--- src/rtl/fetch_warp_scheduler.sv ---
// fetch_warp_scheduler: round-robin fetch grant arbiter with per-warp branch-pending tracking.
//   in : clk, rst_n (sync, active-low), warp_active, ibuf_full, br_dec_valid/br_dec_warp,
//        br_res_valid/br_res_warp, fetch_ack
//   out: grant_valid, grant_onehot, grant_warp (registered grant), pending_mask
module fetch_warp_scheduler #(
  parameter int NUM_WARPS = 8,
  localparam int WID = $clog2(NUM_WARPS)
) (
  input  logic                 clk,
  input  logic                 rst_n,
  input  logic [NUM_WARPS-1:0] warp_active,
  input  logic [NUM_WARPS-1:0] ibuf_full,
  input  logic                 br_dec_valid,
  input  logic [WID-1:0]       br_dec_warp,
  input  logic                 br_res_valid,
  input  logic [WID-1:0]       br_res_warp,
  input  logic                 fetch_ack,
  output logic                 grant_valid,
  output logic [NUM_WARPS-1:0] grant_onehot,
  output logic [WID-1:0]       grant_warp,
  output logic [NUM_WARPS-1:0] pending_mask
);
  typedef enum logic {IDLE, GRANT} state_t;
  state_t state_q, state_d;
  logic [WID-1:0] rr_ptr_q, rr_ptr_d, warp_q, warp_d, start, pick, idx;
  logic [NUM_WARPS-1:0] onehot_q, onehot_d, pending_q, pending_d, elig;
  logic found, reissue;
  always_comb begin
    elig = warp_active & ~ibuf_full & ~pending_q;
    // an ack in GRANT (or any IDLE cycle) triggers a fresh circular search
    reissue = (state_q == IDLE) || fetch_ack;
    start = (state_q == GRANT) ? warp_q + WID'(1) : rr_ptr_q;
    found = 1'b0;
    pick = '0;
    idx = '0;
    for (int k = 0; k < NUM_WARPS; k++) begin
      idx = start + WID'(k);
      if (!found && elig[idx]) begin
        found = 1'b1;
        pick = idx;
      end
    end
    state_d = state_q;
    warp_d = warp_q;
    onehot_d = onehot_q;
    rr_ptr_d = rr_ptr_q;
    if (reissue) begin
      rr_ptr_d = (state_q == GRANT) ? start : rr_ptr_q;
      state_d = found ? GRANT : IDLE;
      warp_d = found ? pick : '0;
      onehot_d = found ? NUM_WARPS'(1) << pick : '0;
    end else if (!elig[warp_q]) begin
      state_d = IDLE;
      warp_d = '0;
      onehot_d = '0;
    end
    for (int i = 0; i < NUM_WARPS; i++)
      pending_d[i] = warp_active[i] & ((br_dec_valid && br_dec_warp == WID'(i)) |
                     (pending_q[i] & !(br_res_valid && br_res_warp == WID'(i))));
  end
  always_ff @(posedge clk) begin
    if (!rst_n) begin
      state_q <= IDLE;
      rr_ptr_q <= '0;
      warp_q <= '0;
      onehot_q <= '0;
      pending_q <= '0;
    end else begin
      state_q <= state_d;
      rr_ptr_q <= rr_ptr_d;
      warp_q <= warp_d;
      onehot_q <= onehot_d;
      pending_q <= pending_d;
    end
  end
  assign grant_valid = (state_q == GRANT);
  assign grant_onehot = onehot_q;
  assign grant_warp = warp_q;
  assign pending_mask = pending_q;
endmodule
--- config.mk ---
export PLATFORM = sky130hd
export DESIGN_NAME = fetch_warp_scheduler
export DESIGN_NICKNAME = d
export VERILOG_FILES = /design/src/rtl/fetch_warp_scheduler.sv
export SDC_FILE = /design/constraint.sdc
export NUM_CORES = 1
export LEC_CHECK = 0
export CAP_MARGIN = 20
export CORE_MARGIN = 2
export CORE_UTILIZATION = 31
export CTS_CLUSTER_DIAMETER = 30
export DETAILED_ROUTE_END_ITERATION = 8
export PLACE_DENSITY = 0.58
export SYNTH_ARGS = -nofsm -noshare
export SYNTH_HDL_FRONTEND = slang
export SYNTH_SLANG_ARGS = --single-unit
--- constraint.sdc ---
create_clock -name clk -period 8.8 [get_ports clk]
set_clock_uncertainty 0.15 [all_clocks]
set_input_delay 0.88 -clock clk [delete_from_list [all_inputs] [get_ports clk]]
set_output_delay 0.88 -clock clk [all_outputs]
set_load 0.005 [all_outputs]
==> summary.txt <==
Power
  – Combinational share of power: 80.7%
  – Pwr Total: 0.001116 W
  – Internal power: 0.0005674 W
  – Worst IR drop on VDD: 0.0001655 V
  – Sequential power share: 13.3%
  – LEAKAGE: 0.9967 nW
  – P_sw: 0.0005487 W
  – Cell Pwr Density: 394.3 mW/mm^2
  – Clock network fraction of total power: 6.1%
  – Sw Share: 49.16%

Floorplan
  – IO Count: 47
  – Die area: 0.007984 mm^2
  – Die W: 89.36 um
  – Rows: 31
  – Initial Util: 31.64%
  – Die height: 89.36 um
  – Core region area: 0.007137 mm^2

Cells and area
  – Fin area: 0.002830 mm^2
  – Fillers: 740
  – Layout Nets: 317
  – Antenna diodes: 0
  – Multi-input logic area: 0.001722 mm^2
  – Synth-to-layout area growth: 25.32%
  – Storage element area: 460.4 um^2
  – Layout cells sized above 1: 12.24%

Clock network
  – # hold bufs at CTS: 0
  – CTS sink count: 23
  – Root buffer cell: clkbuf_8
  – Max Buffers Root-to-Sink: 2
  – Clk Latency, worst-skew pair: 0.27 ns
  – Cts repair resizes: 0
  – Total CTS buffers: 3
  – Setup Fix Bufs, Post-CTS: 0
  – H-tree Lvls: 1
  – Clock Pin Slew Worst Setup and Hold Paths: 0.08 ns
  – CTS tree: done

Yosys
  – Cell taking the most area after synthesis: dfxtp_1
  – Largest cells by area after synthesis: dfxtp_1 20%, mux4_2 12%, mux2i_1 7.1%, nand2_1 5.5%, mux2i_4 4.0%
  – Synth unique cells: 65
  – Seq cells post-synth: 23
  – Mapped Cells: 245
  – Syn Nets: 275
  – Top-count cell post-synth: nand2_1
  – Syn. warnings: 0
  – Most used flip-flop cell after synthesis: dfxtp_1
  – Asr flop ratio synth: 0%
  – Yosys top cell area share: 20.39%
  – Post-Syn Area per Cell: 9.218 um^2
  – Synth top cells by count: 33 x nand2_1, 23 x dfxtp_1, 16 x mux2i_1
  – Seq/Total Area, Yosys: 20.39%
  – Synth Cell Area: 0.002258 mm^2
  – EDFF count, synth: 0

Global route
  – Global Route Usage Sum: 16.90%
  – First-pass GRT wire length: 10450 um
  – Largest net degree at the start of global routing: 19
  – Initial antenna violation count: 0
  – Grt ovf: 0
  – Vias in the first global route: 2079

Route
  – Vias/cell: 5.540
  – DRT iter0 DRCs: 170
  – DRC Markers: 0
  – Wire per inst: 16.25 um
  – DRT antenna net count: 0
  – Vias post-DR: 2133
  – Drt pass-1 iters: 4
  – Drt total wl: 6258 um

Timing
  – RSZ-0062 raised after global routing: false
  – Setup TNS: 0 ns
  – Rel. slew slack: 45.55%
  – Final hold vios: 0
  – Crit path time final: 4.795 ns
  – Final period util: 54.49%
  – Achievable Freq: 208.5 MHz
  – Max-slew violations: 0
  – Final setup viols: 0
  – Slew @ Worst Pin: 0.8167 ns

Status
  – Status: complete, no violations

Placement
  – Dpl hpwl: 5016 um
  – Placed inst area: 0.002784 mm^2
  – Routability cong.: 0.9220
  – # port buffers: 46

Job
  – Max-cap violations: 0

Critical path
  – Startpoint Class: register
  – WS Path Type: register to register
  – Data required, critical path: 8.82 ns
  – CP max FO: 16
  – Worst setup EP type: register
  – Reg2reg setup slack: 4.00 ns
  – Arrival time worst endpoint: 4.82 ns

Hold path
  – Tightest Hold Check Type: register to register
==> layer usage <==
metal  up-vias  routed length [um]  track usage, %
li1       1035                   -               -
met1      1024                2948           24.85
met2        69                2915           25.79
met3         5                 315           2.216
met4         0                  78           4.885
met5         -                   0               0
==> final cells by class <==
class                      instances  area share, %
clock buffer                       3          1.459
clock inverter                     1         0.1768
inverter                           4         0.6189
multi-input combinational        209          60.83
sequential                        23          16.27
tap                               99          4.377
timing repair buffer              46          16.27
==> state kept, by name (all words and copies together), names as in the netlist <==
name          cells
grant_onehot      8
grant_valid       1
grant_warp        3
pending_mask      8
rr_ptr_q          3
==> cells by family after synthesis <==
kind of cell             count (synthesis)  synth area share, %
XOR/XNOR                                 4                1.884
multiplexers                            36                25.32
adder cells (fa/ha/maj)                  3                1.662
buffers and inverters                   13                3.379
AO/OA/AOI/OAI                           69                22.72
flip-flops                              23                20.39
AND/OR/NAND/NOR                         97                24.65
==> final timing paths <==
check | startpoint | endpoint | cells after the start
max | grant_valid | grant_onehot[6] | 11
min | grant_onehot[3] | grant_onehot[3] | 1
max reg2reg | grant_valid | grant_onehot[6] | 11
min reg2reg | grant_onehot[3] | grant_onehot[3] | 1
==> worst max-delay path, stage by stage (launching register included) <==
cell and delay, ns:
dfxtp_1 0.67, nand2b_1 0.18, and2_1 0.66, ha_1 0.47, inv_1 0.30, mux4_2 0.63, mux2i_2 0.28, a211oi_1 0.12
o21a_1 0.18, o21a_1 0.21, or4_4 0.57, a32o_1 0.27
==> power by group through the flow <==
stage,clock [W],sequential (W),combinational [W]
floorplan,0,0.000142,0.000722
global placement,0,0.000150,0.000897
detailed placement,0,0.000151,0.000892
CTS,0.0000717,0.000149,0.000895
global route,0.0000747,0.000152,0.000990
finish,0.0000679,0.000148,0.000900
==> cells in the final DEF (no fill, tap or decap), drive strengths merged, types with 8 or more instances in the layout <==
cell,synthesis,layout
or3b,8,8
mux2i,21,21
clkdlybuf4s50,0,46
nand2,33,33
and2,8,8
dfxtp,23,23
nor3b,8,8
a21oi,17,17
a32o,8,8
o21ai,11,11
mux4,12,12
==> through the flow <==
stage | util (%) | hold slack [ns] | cells | setup WS, ns
6_report | 39.66 | 0.3284 | 385 | 4.005
2_1_floorplan | - | 0.3157 | 245 | 4.746
5_1_grt | 39.66 | 0.3467 | 385 | 3.709
3_5_place_dp | 39.01 | 0.3107 | 381 | 4.017
3_3_place_gp | 39.01 | 0.3032 | 381 | 4.085
4_1_cts | 39.66 | 0.3321 | 385 | 3.989
No activity file was read; power rests on OpenSTA's default activity.
==> edit (same settings) <==
`pending_q` no longer has a reset.
--- a/src/rtl/fetch_warp_scheduler.sv
+++ b/src/rtl/fetch_warp_scheduler.sv
@@ -64,14 +64,16 @@
       rr_ptr_q <= '0;
       warp_q <= '0;
       onehot_q <= '0;
-      pending_q <= '0;
     end else begin
       state_q <= state_d;
       rr_ptr_q <= rr_ptr_d;
       warp_q <= warp_d;
       onehot_q <= onehot_d;
-      pending_q <= pending_d;
     end
+  end
+
+  always_ff @(posedge clk) begin
+    pending_q <= pending_d;
   end
   assign grant_valid = (state_q == GRANT);
   assign grant_onehot = onehot_q;
Check against the original RTL: not equivalent (Yosys sat finds a counterexample within 4 cycles, from zero or initial values and one cycle with rst_n low).
==> edit against the original RTL <==
Worst setup slack improved by 0.62 ns; area after synthesis decreased by 9.7%; cell area decreased by 8.1%; via count decreased by 6.3%; sequential cell count unchanged; highest routed layer unchanged; power decreased by 6.9%; routed wire length decreased by 12%; combinational power decreased by 8.3%; critical endpoint is now grant_warp[0]; clock power about the same; global-route usage decreased by 1.2 points; sequential share of layout area increased by 1.4 points; fmax increased by 15%; first-iteration DRC count increased by 10%.
==> edit: results (changes against the original RTL) <==
| Metric | Value |
|---|---|
| Outcome | finished clean |
| Ranking of synthesized cells by area | dfxtp_1 (23%), mux4_2 (9.9%), mux2i_1 (5.4%), nor2_1 (4.2%), or3b_2 (3.4%) |
| Total sequential power | 0.146 mW |
| Vias in the first global route | 1,927 (-7.3%) |
| Post-DR wirelength/cell | 15.9 um (-2.0%) |
| Post-synthesis xor/xnor area fraction | 2.15% (+0.26 points) |
| RD Place Congestion | 0.962 (+4.3%) |
| Syn nets | 257 (-6.5%) |
| Hold Path Origin | grant_onehot[0] |
| Crit Path Max Fanout | 14 (-2) |
| Antenna violations before repair | 0 (unchanged) |
| Sw Pwr | 0.543 mW (-1.0%) |
| Post-detail-place hpwl | 4.32 mm (-14%) |
| Gate Count Post-Synth | 227 (-7.3%) |
| Worst Max-Slew Pin Slew | 0.732 ns (-0.0849 ns) |
| Critical path arrival | 4.24 ns (-0.58 ns) |
| Final nets | 301 (-5.0%) |
| Worst r2r dst | grant_warp[0] |
| Power Clock | 0.0678 mW (about the same) |
| Reg2Reg Setup Slack | 4.63 ns (+0.62 ns) |
| Clock transition at path regs | 0.09 ns |
| # diodes | 0 (unchanged) |
| DP Area | 2550 um^2 (-8.3%) |
| Fraction of layout cells with a size suffix above 1 | 13.3% (+1.1 points) |
| Hold Path Depth | 2 (+1) |
| DRT iter0 DRCs | 187 (+10%) |
| Most used DFF post-synth | dfxtp_1 |
| Sequential area share after synthesis | 22.6% (+2.2 points) |
| Via Count | 1,998 (-6.3%) |
| DRT Pass-1 Iters | 5 (+1) |
| Worst r2r src | grant_valid |
| Inserted Clock Buffers | 3 (unchanged) |
| Port buffer count | 46 (unchanged) |
| GRT Total Usage | 15.7% (-1.2 points) |
| Htree depth | 1 (unchanged) |
| Multiplexer share of the synthesized area | 19.6% (-5.7 points) |
| Internal power | 0.496 mW (-13%) |
| VDD IR max | 0.214 mV (+29%) |
| Post-synth top cells | dfxtp_1 (23), nor2_1 (23), nand2_1 (18), mux2i_1 (11) |
| Hold WS | 0.316 ns (-0.0123 ns) |
| Reg2reg path depth | 10 (-1) |
| DP Cell Count | 343 (-10%) |
| Async S/R FF share, synth | 0% (unchanged) |
| Library cells used by synthesis | 56 (-14%) |
| First-pass GRT wire length | 9.31 mm (-11%) |
| Static leakage | 0.903 nW (-9.4%) |
| PostCTS Resize Cnt | 0 (unchanged) |
| Total wire length | 5.53 mm (-12%) |
| Layout filler cell count | 616 (-17%) |
| Hold Path End | grant_onehot[0] |
| Post-CTS Setup Bufs | 0 (unchanged) |
| Pin count of the biggest net entering global routing | 15 (-4) |
| Root buffer cell | clkbuf_8 |
| Min-Delay Path Class | reg -> reg |
| Clock Tree Buf Depth | 2 (unchanged) |
| Clk Latency, worst-skew pair | 0.27 ns (about the same) |
| Adder-cell area share of the yosys netlist | 1.84% (+0.18 points) |
| Synth warn | 0 (unchanged) |
| Synth Area in Compound Gates | 25.3% (+2.6 points) |
## edit: changes by cell type after synthesis, sizes merged, moves of 4 or more
cell / before / now
o31ai: 2 / 8
nand2: 33 / 18
mux2i: 21 / 11
a21boi: 3 / 9
a21oi: 17 / 8
and2: 8 / 2
o211ai: 0 / 4
nor2: 7 / 24
a32o: 8 / 4
## edit: cell type report
cell class / instances / area share (%)
Multi-Input combinational cell: 190 / 57.7
Timing Repair Buffer: 47 / 18.0
Sequential cell: 23 / 17.7
Tap cell: 77 / 3.71
Clock buffer: 3 / 1.59
Inverter: 6 / 1.06
Clock inverter: 1 / 0.192
## edit: worst max path at each step
stage / from / to / slack [ns] / cells past startpoint
global route: grant_valid / grant_warp[0] / 4.31 / 10
finish: grant_valid / grant_warp[0] / 4.63 / 10
global placement: warp_active[7] / grant_onehot[3] / 4.43 / 9
CTS: grant_valid / grant_onehot[3] / 4.63 / 11
detailed placement: warp_active[7] / grant_onehot[3] / 4.37 / 9
floorplan: grant_warp[0] / grant_onehot[2] / 5.11 / 13
## edit: metal layers
metal	part of all wire [%]	track usage (%)	wire length (um)	up-vias
met3	7.3	3.40	403	7
met5	0	0	0	-
met4	1.2	3.17	65	0
met1	45	21.7	2490	928
li1	-	-	-	986
met2	46	25.4	2570	77
## edit: critical path, cell delays in order (launching register included)
cell and delay (ns):
dfxtp_1 0.58, nor2_1 0.08, a21o_1 0.39, ha_1 0.63, mux4_2 0.38, or4b_1 0.47
and4_1 0.35, o31ai_1 0.49, o32a_1 0.37, a22oi_1 0.12, nor2_1 0.10
## edit: through the flow
step           setup WS [ns]  util (%)
6_report                4.63      40.9
5_1_grt                 4.31      40.9
4_1_cts                 4.63      40.9
3_5_place_dp            4.37      40.2
3_3_place_gp            4.43      40.2
2_1_floorplan           5.11         -
